## src/rtl/ctrl_stack_pkg.sv

```systemverilog
// Shared types for the call/return/data stack: FSM states, flag width, op priority.
// Latency: n/a (types and a pure function only).
// Backpressure: n/a.
package ctrl_stack_pkg;

  localparam int FLAGW = 4;

  typedef enum logic [1:0] {
    IDLE    = 2'd0,
    INT_SV  = 2'd1,
    RETI_PC = 2'd2
  } state_t;

  typedef enum logic [2:0] {
    OP_NONE = 3'd0,
    OP_RETI = 3'd1,
    OP_CALL = 3'd2,
    OP_RET  = 3'd3,
    OP_PUSH = 3'd4,
    OP_POP  = 3'd5,
    OP_INT  = 3'd6
  } op_t;

  // Single winner per cycle: reti > call > ret > push > pop > pending interrupt.
  function automatic op_t pick_op(input logic reti, input logic call, input logic ret,
                                  input logic push, input logic pop, input logic irq);
    op_t op;
    if (reti)      op = OP_RETI;
    else if (call) op = OP_CALL;
    else if (ret)  op = OP_RET;
    else if (push) op = OP_PUSH;
    else if (pop)  op = OP_POP;
    else if (irq)  op = OP_INT;
    else           op = OP_NONE;
    return op;
  endfunction

endpackage

```

## src/rtl/lifo_mem.sv

```systemverilog
// Stack storage: DEPTH x W array, one synchronous write port, one combinational read port.
// Latency: write lands at the clock edge; read data follows raddr in the same cycle.
// Backpressure: none; the caller guards writes against a full stack.
module lifo_mem #(
  parameter int W     = 8,
  parameter int DEPTH = 16,
  parameter int AW    = $clog2(DEPTH)
) (
  input  logic          clk,
  input  logic          we,
  input  logic [AW-1:0] waddr,
  input  logic [W-1:0]  wdata,
  input  logic [AW-1:0] raddr,
  output logic [W-1:0]  rdata
);

  logic [W-1:0] mem [DEPTH];

  // Contents are deliberately not reset; only the stack pointer defines validity.
  always_ff @(posedge clk) begin
    if (we) mem[waddr] <= wdata;
  end

  assign rdata = mem[raddr];

endmodule

```

## src/rtl/ctrl_stack.sv

```systemverilog
// Call/return + data stack with 2-cycle interrupt entry/exit saving PC and flags.
// Latency: every op sampled at edge k is visible after edge k; interrupt vector 3 edges after eint rise.
// Backpressure: busy stalls the core during interrupt sequences; full/empty errors set sticky ovf/unf.
// Interrupt support is compiled in when CTRL_STACK_INT_EN is defined.
module ctrl_stack
  import ctrl_stack_pkg::*;
#(
  parameter int           W       = 8,
  parameter int           DEPTH   = 16,
  parameter logic [W-1:0] INT_VEC = 8'h10
) (
  input  logic                   clk,
  input  logic                   rst,
  input  logic                   call,
  input  logic                   ret,
  input  logic                   push,
  input  logic                   pop,
  input  logic                   reti,
  input  logic                   eint,
  input  logic                   clr_err,
  input  logic [W-1:0]           pc_in,
  input  logic [W-1:0]           data_in,
  input  logic [FLAGW-1:0]       flags_in,
  output logic [W-1:0]           data_out,
  output logic [W-1:0]           ret_pc,
  output logic                   pc_load,
  output logic [FLAGW-1:0]       flags_out,
  output logic                   flags_load,
  output logic [W-1:0]           lnk,
  output logic                   busy,
  output logic                   full,
  output logic                   empty,
  output logic                   ovf,
  output logic                   unf,
  output logic [$clog2(DEPTH):0] level
);

  localparam int AW = $clog2(DEPTH);
  localparam int LW = AW + 1;

`ifdef CTRL_STACK_INT_EN
  localparam logic INT_EN = 1'b1;
`else
  localparam logic INT_EN = 1'b0;
`endif

  state_t          state, state_n;
  op_t             op;
  logic [LW-1:0]   level_n;
  logic [W-1:0]    data_out_n, ret_pc_n, lnk_n;
  logic [FLAGW-1:0] flags_out_n;
  logic            pc_load_n, flags_load_n, busy_n;
  logic            ovf_set, unf_set;
  logic            pending, pending_n, pend_clr;
  logic            in_isr, in_isr_n;
  logic            eint_q, eint_rise, irq_ok;
  logic            mem_we;
  logic [W-1:0]    mem_wdata, mem_rdata, flags_ext;
  logic [AW-1:0]   waddr, raddr;
  logic            is_full, is_empty;

  assign is_full   = (level == LW'(DEPTH));
  assign is_empty  = (level == '0);
  assign waddr     = level[AW-1:0];
  assign raddr     = level[AW-1:0] - AW'(1);
  assign eint_rise = eint & ~eint_q;
  // Entry needs two free slots: one for PC, one for flags.
  assign irq_ok    = INT_EN & pending & ~in_isr & (level <= LW'(DEPTH - 2));

  lifo_mem #(.W(W), .DEPTH(DEPTH), .AW(AW)) u_mem (
    .clk   (clk),
    .we    (mem_we),
    .waddr (waddr),
    .wdata (mem_wdata),
    .raddr (raddr),
    .rdata (mem_rdata)
  );

  // Flags are stored zero-extended to the stack word width.
  always_comb begin
    flags_ext             = '0;
    flags_ext[FLAGW-1:0]  = flags_in;
  end

  // Next-state and datapath decode: one winning op per idle cycle, fixed two-step sequences otherwise.
  always_comb begin
    state_n      = state;
    op           = OP_NONE;
    level_n      = level;
    data_out_n   = data_out;
    ret_pc_n     = ret_pc;
    lnk_n        = lnk;
    flags_out_n  = flags_out;
    pc_load_n    = 1'b0;
    flags_load_n = 1'b0;
    busy_n       = 1'b0;
    ovf_set      = 1'b0;
    unf_set      = 1'b0;
    pend_clr     = 1'b0;
    in_isr_n     = in_isr;
    mem_we       = 1'b0;
    mem_wdata    = '0;
    case (state)
      IDLE: begin
        // busy also covers the cycle after a sequence, while the core takes the new PC.
        if (!busy) begin
          op = pick_op(reti & INT_EN, call, ret, push, pop, irq_ok);
          case (op)
            OP_RETI: begin
              if (level >= LW'(2)) begin
                flags_out_n  = mem_rdata[FLAGW-1:0];
                flags_load_n = 1'b1;
                level_n      = level - LW'(1);
                busy_n       = 1'b1;
                state_n      = RETI_PC;
              end else begin
                unf_set = 1'b1;
              end
            end
            OP_CALL: begin
              if (is_full) begin
                ovf_set = 1'b1;
              end else begin
                mem_we    = 1'b1;
                mem_wdata = pc_in + W'(1);
                lnk_n     = pc_in + W'(1);
                level_n   = level + LW'(1);
              end
            end
            OP_RET: begin
              if (is_empty) begin
                unf_set = 1'b1;
              end else begin
                ret_pc_n  = mem_rdata;
                pc_load_n = 1'b1;
                level_n   = level - LW'(1);
              end
            end
            OP_PUSH: begin
              if (is_full) begin
                ovf_set = 1'b1;
              end else begin
                mem_we    = 1'b1;
                mem_wdata = data_in;
                level_n   = level + LW'(1);
              end
            end
            OP_POP: begin
              if (is_empty) begin
                unf_set = 1'b1;
              end else begin
                data_out_n = mem_rdata;
                level_n    = level - LW'(1);
              end
            end
            OP_INT: begin
              mem_we    = 1'b1;
              mem_wdata = pc_in;
              level_n   = level + LW'(1);
              busy_n    = 1'b1;
              state_n   = INT_SV;
            end
            default: begin
            end
          endcase
        end
      end
      INT_SV: begin
        mem_we    = 1'b1;
        mem_wdata = flags_ext;
        level_n   = level + LW'(1);
        ret_pc_n  = INT_VEC;
        pc_load_n = 1'b1;
        in_isr_n  = 1'b1;
        pend_clr  = 1'b1;
        busy_n    = 1'b1;
        state_n   = IDLE;
      end
      RETI_PC: begin
        ret_pc_n  = mem_rdata;
        pc_load_n = 1'b1;
        level_n   = level - LW'(1);
        in_isr_n  = 1'b0;
        busy_n    = 1'b1;
        state_n   = IDLE;
      end
      default: state_n = IDLE;
    endcase
    // A new edge arriving as the old request is consumed is kept.
    pending_n = INT_EN & (eint_rise | (pending & ~pend_clr));
  end

  // State and output registers; reset aborts any sequence but leaves memory alone.
  always_ff @(posedge clk or posedge rst) begin
    if (rst) begin
      state      <= IDLE;
      level      <= '0;
      full       <= 1'b0;
      empty      <= 1'b1;
      ovf        <= 1'b0;
      unf        <= 1'b0;
      data_out   <= '0;
      ret_pc     <= '0;
      pc_load    <= 1'b0;
      flags_out  <= '0;
      flags_load <= 1'b0;
      lnk        <= '0;
      busy       <= 1'b0;
      pending    <= 1'b0;
      in_isr     <= 1'b0;
      eint_q     <= 1'b0;
    end else begin
      state      <= state_n;
      level      <= level_n;
      full       <= (level_n == LW'(DEPTH));
      empty      <= (level_n == '0);
      ovf        <= (ovf & ~clr_err) | ovf_set;
      unf        <= (unf & ~clr_err) | unf_set;
      data_out   <= data_out_n;
      ret_pc     <= ret_pc_n;
      pc_load    <= pc_load_n;
      flags_out  <= INT_EN ? flags_out_n : '0;
      flags_load <= INT_EN & flags_load_n;
      lnk        <= lnk_n;
      busy       <= INT_EN & busy_n;
      pending    <= pending_n;
      in_isr     <= INT_EN & in_isr_n;
      eint_q     <= eint;
    end
  end

endmodule

```

## config.mk

```make
export PLATFORM = sky130hd
export DESIGN_NAME = ctrl_stack
export DESIGN_NICKNAME = d
export VERILOG_FILES = /design/src/rtl/ctrl_stack_pkg.sv /design/src/rtl/lifo_mem.sv /design/src/rtl/ctrl_stack.sv
export SDC_FILE = /design/constraint.sdc
export NUM_CORES = 1
export LEC_CHECK = 0
export CELL_PAD_IN_SITES_DETAIL_PLACEMENT = 1
export CELL_PAD_IN_SITES_GLOBAL_PLACEMENT = 2
export CORE_MARGIN = 2
export CORE_UTILIZATION = 42
export DETAILED_ROUTE_END_ITERATION = 10
export HOLD_SLACK_MARGIN = 0.08
export PLACE_DENSITY = 0.87
export SETUP_SLACK_MARGIN = 0.05
export SLEW_MARGIN = 20
export SYNTH_ARGS = -nofsm -noshare
export SYNTH_HDL_FRONTEND = slang
export SYNTH_HIERARCHICAL = 1
export SYNTH_SLANG_ARGS = --single-unit
export TNS_END_PERCENT = 10
```

## constraint.sdc

```tcl
create_clock -name clk -period 3.8 [get_ports clk]
set_input_delay 0.38 -clock clk [delete_from_list [all_inputs] [get_ports clk]]
set_output_delay 0.38 -clock clk [all_outputs]
set_load 0.02 [all_outputs]
```

==> results.md, run 1 <==
- Hold Buf Count CTS: 0
- Row count: 47
- Avg WL per Cell: around 22 µm
- Startpoint types: register
- Syn_area_per_cell: 15.6 µm²
- Final Max Slew Viols: 0
- Post-DP HPWL: roughly 12000 µm
- Seq/Total Area, Yosys: between 60% and 70%
- Grt total ovfl: 0
- Endpoints failing setup: 0
- Clock Pin Slew Worst Setup and Hold Paths: about 0.06 ns
- Post-CTS setup buffer count: 0
- Setup Skew: roughly 0.011 ns
- Mapped Cells: 462
- Worst R2R Setup Slack: approximately 0.83 ns
- Die Span Y: between 100 and 150 µm
- Final period utilization: between 70% and 80%
- Top FF cell, synth: edfxtp_1
- Top cell family by delay on the critical path: simple AND/OR/NAND/NOR gates
- Antenna-violating nets left: 0
- Post-synth EDFFs: between 100 and 150
- Leading area contributor after synthesis: edfxtp_1
- Vias per std cell: 5.65
- CTS tree: yes
- Io pins: 69
- Leakage power: around 3.2 nW
- Yosys cell types: 61
- CTS sink cnt: roughly 160
- DRT Wirelength: between 15000 and 20000 µm
- Ant diodes: 0
- Rel. slew slack: 43.0%
- Nets@finish: 578
- GPL Wtd Cong: just under 0.9
- Unrepaired setup endpoints after global routing: no
- Initial detailed-routing violation count: 333
- Core Footprint: around 0.017 mm²
- Buf/Inv on CP: 1
- Synth top area cells: edfxtp_1, dfrtp_1, mux4_2, mux4_1, nand2_1
- Crit-path cells: nand4bb_1 -> buf_4 -> nand2_1 -> o21ai_0 -> nand3b_1 -> nor2_1
- Clock Path Buffers: 2
- Port bufs: 60
- Final setup margin: slightly above 0.8 ns
- Tmin final: between 2 and 3 ns
- Total negative slack: 0 ns
- Root Buffer: clkbuf_16
- Resized Gates After CTS: 0
- Share of layout cells above drive strength 1: approximately 16%
- Max incr delay on CP: 0.71 ns
- WP data required: roughly 3.9 ns
- Gr usage total: approximately 20%
- Via count: approximately 4400
- # DRC: 0
- Maximum fanout along the worst path: 16
- FFs w/ async S/R, synth: 22.0%
- Synth warnings: 6
- Detailed Routing Iterations Pass 1: 5
- Die width: 135 µm
- Crit-path slowest cell: nor2_1
- Die area: around 0.018 mm²
- Pwr dens: about 800 mW/mm²
- Clock Latency Late Sink: around 0.44 ns
- Top-area cell type share of the netlist area: approximately 53%
- Arrival time worst endpoint: between 3 and 4 ns
- Least-Margin Pin Slew: about 0.85 ns
- Setup WS pre-CTS: roughly 0.52 ns
- Starting density of the core: roughly 43%
- Achievable clock frequency: between 0.3 and 0.4 GHz
- MaxCap Viol Count: 0
- Largest net degree at the start of global routing: 37
- Htree depth: 4
- Worst min-delay path class: in -> async
- Synthesized flop and latch total: approximately 160
- Final Hold Fails: 0
- Post-synthesis instance area: 0.00723 mm²
- Status: complete, no violations
- Vias in the first global route: 4582
- CTS Buf Count: 17
- Critical setup path kind: reg -> reg
- First-pass GRT wire length: 26500 µm
- VDD IR max: approximately 0.00043 V
- CP Capture Type: register
- Synth-to-Final Area Change: 20.1%
- Initial antenna violation count: 0
cell usage after synthesis, drive strengths merged, types with 3 or more instances:
cell	n
a211oi	4
buf	18
xor2	6
nand3b	3
inv	13
mux4	32
nor2b	6
xnor2	4
nor3	10
ha	8
nor2	27
mux2	8
nand2	40
a21oi	7
clkdlybuf4s25	3
clkbuf	8
edfxtp	128
a21o	10
nand3	10
dfrtp	35
o21ai	16
and2	5
nand2b	4
o211ai	3
a22oi	19
cell families after synthesis:
| family | count (synthesis) | synth area share (%) |
|---|---|---|
| multiplexers | 41 | 12.1 |
| XOR/XNOR | 10 | 1.21 |
| AND/OR/NAND/NOR | 117 | 7.96 |
| flip-flops | 164 | 65.7 |
| other | 1 | 0.0519 |
| AO/OA/AOI/OAI | 79 | 8.22 |
| adder cells (fa/ha/maj) | 8 | 1.38 |
| buffers and inverters | 42 | 3.43 |
worst paths after layout:
path | from | end | depth (start not counted)
worst min register to register | lnk[7]$_DFFE_PP0P_ | lnk[7]$_DFFE_PP0P_ | 1
min in group clk | lnk[7]$_DFFE_PP0P_ | lnk[7]$_DFFE_PP0P_ | 1
worst max-delay path | level[3]$_DFF_PP0_ | u_mem/mem[11][0]$_DFFE_PP_ | 6
worst min-delay path | rst | ret_pc[6]$_DFFE_PP0P_ | 3
max in group asynchronous | rst | empty$_DFF_PP1_ | 3
worst max register to register | level[3]$_DFF_PP0_ | u_mem/mem[11][0]$_DFFE_PP_ | 6
report_power, final:
group	leakage [nW]	internal [mW]	total (mW)	switching (mW)
clock	0.274	0.918	1.66	0.738
sequential	1.62	2.27	2.40	0.138
combinational	1.27	1.13	2.72	1.59
total	3.17	4.31	6.78	2.47
metrics by stage:
step / power, mW / utilization (%) / cell area (µm²) / hold WS (ns) / cells
2_1_floorplan: 4.25 / - / 7250 / 0.507 / 467
3_3_place_gp: 5.06 / 48.5 / 8100 / 0.463 / 742
3_5_place_dp: 5.19 / 48.5 / 8100 / 0.471 / 742
4_1_cts: 6.85 / 52.0 / 8680 / 0.386 / 774
5_1_grt: 7.13 / 52.0 / 8680 / 0.414 / 774
6_report: 6.78 / 52.0 / 8680 / 0.371 / 774
flip-flops by register name, summed over array words and instances, names as in the netlist:
| register | cells |
|---|---|
| data_out | 8 |
| pc_load | 1 |
| u_mem/mem | 128 |
| unf | 1 |
| ovf | 1 |
| lnk | 8 |
| empty | 1 |
| ret_pc | 8 |
| full | 1 |
| level | 5 |
| state | 2 |
worst reg2reg max path, delay by kind of cell, from the launching register on:
kind	cells	cell delay, ns
flops	1	0.65
compound gates	1	0.52
buf+inv	1	0.15
simple gates	4	1.28
cells in the final DEF (no fill, tap or decap), types with 3 or more instances in the layout:
| cell | synthesis | layout |
|---|---|---|
| nor2_1 | 27 | 27 |
| buf_4 | 7 | 24 |
| xor2_1 | 6 | 6 |
| mux4_2 | 18 | 18 |
| a21oi_1 | 6 | 6 |
| nand2_1 | 40 | 40 |
| and2_1 | 5 | 5 |
| clkinvlp_4 | 0 | 3 |
| clkdlybuf4s50_1 | 0 | 60 |
| o21ai_0 | 5 | 5 |
| edfxtp_1 | 128 | 128 |
| nor3_1 | 10 | 10 |
| conb_1 | 1 | 6 |
| mux2_1 | 6 | 6 |
| inv_6 | 0 | 3 |
| nand3_1 | 9 | 9 |
| o211ai_1 | 3 | 3 |
| ha_1 | 8 | 8 |
| nor2b_1 | 6 | 6 |
| nand3b_1 | 3 | 3 |
| a22oi_1 | 19 | 19 |
| a211oi_1 | 4 | 4 |
| inv_1 | 13 | 12 |
| clkinv_4 | 0 | 5 |
| mux4_1 | 14 | 14 |
| nand2b_1 | 4 | 4 |
| xnor2_1 | 4 | 4 |
| o21ai_1 | 11 | 11 |
| clkbuf_16 | 0 | 17 |
| dfrtp_1 | 35 | 35 |
| a21o_1 | 10 | 10 |
per-layer routing:
layer | track usage, % | part of all wire, % | vias to the layer above
li1 | - | - | 1951
met1 | 26.0 | 41 | 2233
met2 | 33.0 | 50 | 167
met3 | 5.13 | 6.7 | 25
met4 | 7.23 | 1.8 | 0
met5 | 0 | 0 | -
area by class of cell:
| class | instances | area, µm² |
|---|---|---|
| Tap cell | 220 | 275 |
| Inverter | 13 | 48.8 |
| Fill cell | 1620 | 8020 |
| Clock buffer | 17 | 425 |
| Multi-Input combinational cell | 261 | 2250 |
| Timing Repair Buffer | 84 | 781 |
| Clock inverter | 15 | 150 |
| Sequential cell | 164 | 4750 |
No activity file was read; power rests on OpenSTA's default activity.
==> run 2: changes to the inputs <==
--- a/config.mk
+++ b/config.mk
@@ -8,10 +8,10 @@
 export CELL_PAD_IN_SITES_DETAIL_PLACEMENT = 1
 export CELL_PAD_IN_SITES_GLOBAL_PLACEMENT = 2
 export CORE_MARGIN = 2
-export CORE_UTILIZATION = 42
+export CORE_UTILIZATION = 38
 export DETAILED_ROUTE_END_ITERATION = 10
 export HOLD_SLACK_MARGIN = 0.08
-export PLACE_DENSITY = 0.87
+export PLACE_DENSITY = 0.83
 export SETUP_SLACK_MARGIN = 0.05
 export SLEW_MARGIN = 20
 export SYNTH_ARGS = -nofsm -noshare
==> constraint.sdc (replaced) <==
create_clock -name clk -period 2.7 [get_ports clk]
set_input_delay 0.27 -clock clk [delete_from_list [all_inputs] [get_ports clk]]
set_output_delay 0.27 -clock clk [all_outputs]
set_load 0.02 [all_outputs]
==> run 2 against run 1 <==
Clock skew decreased by 0.0021 ns. Final area rose by 2.5%. Largest cell class unchanged. Worst setup slack worse by 0.70 ns. Maximum frequency rose by 16%. Die area grew 10%. Core utilization down 4.4 points. Via count increased by 0.30%. Flip-flop and latch count unchanged.
==> results.md, run 2 (synthesized netlist as in run 1, its figures left out) <==
- Gr usage total: a little under a fifth
- Nets@finish: 587
- Worst R2R Start: level[0]$_DFF_PP0_
- CTS tree: yes
- Critical path startpoint: level[0]$_DFF_PP0_
- Setup Skew: between 0.008 and 0.009 ns
- Unrepaired setup endpoints after global routing: yes
- Final period utilization: about 95%
- WP data required: around 2.8 ns
- Pwr dens: around 1100 mW/mm²
- Worst min-delay path class: in -> async
- Placed cells: approximately 770
- Achievable clock frequency: 0.390 GHz
- Ant diodes: 0
- CP Capture Type: register
- First-pass GRT wire length: 27600 µm
- Clock Pin Slew Worst Setup and Hold Paths: approximately 0.07 ns
- Max incr delay on CP: 0.45 ns
- Vias in the first global route: between 4000 and 5000
- Io pins: 69
- Die area: around 0.02 mm²
- Int Pwr: approximately 6.4 mW
- Root Buffer: clkbuf_16
- Core Footprint: between 0.015 and 0.02 mm²
- R2r worst-path depth: 7
- Hold Buf Count CTS: 0
- Starting density of the core: between 30% and 40%
- CTS Buf Count: 17
- Number of cells on the critical path: 7
- Share of layout cells above drive strength 1: a little under a fifth
- Crit-path cells: clkinv_1 -> ha_1 -> nand4bb_1 -> nand2_1 -> o21ai_2 -> or3b_4 -> nor3_4
- Tmin final: between 2 and 3 ns
- Post-CTS setup buffer count: 0
- Total negative slack: 0 ns
- Clock Power Share: around 26%
- Final Max Slew Viols: 0
- DRT Wirelength: between 15000 and 20000 µm
- Vias per std cell: 5.51
- Antenna-violating nets left: 0
- CTS sink cnt: 164
- Combinational power share: about two fifths
- Commonest non-fill, non-tap cells in the layout: edfxtp_1, clkdlybuf4s50_1, nand2_1
- Flop pwr share: 34.3%
- GPL Wtd Cong: 0.823
- Endpoints failing setup: 0
- Worst r2r dst: u_mem/mem[0][1]$_DFFE_PP_
- Leakage power: ~3.3 nW
- Least-Margin Pin Slew: 0.647 ns
- Row count: 50
- Crit-path slowest cell: or3b_4
- # DRC: 0
- Htree depth: 4
- Port bufs: 60
- Worst R2R Setup Slack: around 0.13 ns
- Die Span Y: 142 µm
- Top cell family by delay on the critical path: simple AND/OR/NAND/NOR gates
- Largest net degree at the start of global routing: 37
- Net switching power: ~3.4 mW
- MaxCap Viol Count: 0
- Arrival time worst endpoint: 2.63 ns
- Final Hold Fails: 0
- Fillers: approximately 1800
- VDD IR max: slightly below 0.0005 V
- Synth-to-Final Area Change: 23.1%
- Max reg flops: about 130
- Finished Layout Cells: between 700 and 800
- Status: complete, no violations
- Commonest non-fill, non-tap cell in the layout: edfxtp_1
- Startpoint types: register
- Via count: 4389
- Largest register by flop count: u_mem/mem
- Clock Path Buffers: 2
- Grt total ovfl: 0
- Initial antenna violation count: 0
- Buf/Inv on CP: 1
- Initial detailed-routing violation count: between 200 and 300
- Clock Latency Late Sink: approximately 0.43 ns
- CP endpoint: u_mem/mem[0][1]$_DFFE_PP_
- Die width: roughly 140 µm
- Maximum fanout along the worst path: 8
- Detailed Routing Iterations Pass 1: 4
- Post-DP HPWL: roughly 12000 µm
- Switching share of power: between 30% and 40%
- Rel. slew slack: 56.8%
- Avg WL per Cell: approximately 22 µm
- Critical setup path kind: reg -> reg
## run 2: cell count changes in the layout (fill, tap and decap cells not counted), moves of 3 or more
| cell | before | now |
|---|---|---|
| buf_4 | 24 | 31 |
| nor2_1 | 27 | 24 |
| nor3_1 | 10 | 6 |
| nor3_2 | 0 | 3 |
| bufinv_16 | 1 | 4 |
| nor2_2 | 0 | 3 |
## run 2: worst min path at each step
stage / start / to / cells after the start
global placement: ret_pc[6]$_DFFE_PP0P_ / ret_pc[6]$_DFFE_PP0P_ / 2
detailed placement: lnk[5]$_DFFE_PP0P_ / lnk[5]$_DFFE_PP0P_ / 1
global route: rst / ret_pc[3]$_DFFE_PP0P_ / 3
floorplan: call / lnk[2]$_DFFE_PP0P_ / 2
finish: rst / data_out[7]$_DFFE_PP0P_ / 3
CTS: rst / ret_pc[3]$_DFFE_PP0P_ / 3
## run 2: worst min-delay path, delay by kind of cell
family | cells | cell delay (ns)
buf+inv | 3 | 0.86
## run 2: layer usage
layer  track usage (%)  wire length [µm]  vias up
met5                 0                 0        -
met4              5.26               167        0
met3              3.71               616       14
met2              31.0              8770      121
met1              24.3              7850     2290
li1                  -                 -     1964
## run 2: metrics by stage
step	total power, mW	utilization, %	instance area [µm²]	hold WS, ns	setup WS, ns
floorplan	6.03	-	7290	0.422	0.0544
global placement	7.23	44.1	8260	0.470	0.216
detailed placement	7.37	44.1	8260	0.471	0.130
CTS	10.0	47.5	8890	0.274	0.128
global route	10.4	47.6	8890	0.310	0.0229
finish	9.89	47.6	8890	0.268	0.133
## run 2: what timing repair did
| item | 4_1_cts | 5_1_grt |
|---|---|---|
| hold endpoints to repair | 0 | 0 |
| resized for setup | 0 | 1 |
| setup endpoints to repair | 0 | 13 |
## run 2: layout make-up
class	count	area [µm²]	share of cell area (%)
flip-flops and latches	164	4750	53.4
multi-input cells	261	2300	25.9
repair buffers	93	873	9.82
clock buffers	17	425	4.78
well taps	234	293	3.29
clock inverters	15	205	2.31
inverters	13	48.8	0.549
## run 2: power groups by stage
stage	clock (mW)	sequential (mW)	combinational [mW]
2_1_floorplan	0	3.63	2.40
3_3_place_gp	0	3.40	3.83
3_5_place_dp	0	3.44	3.94
4_1_cts	2.62	3.39	3.99
5_1_grt	2.72	3.44	4.25
6_report	2.56	3.39	3.94
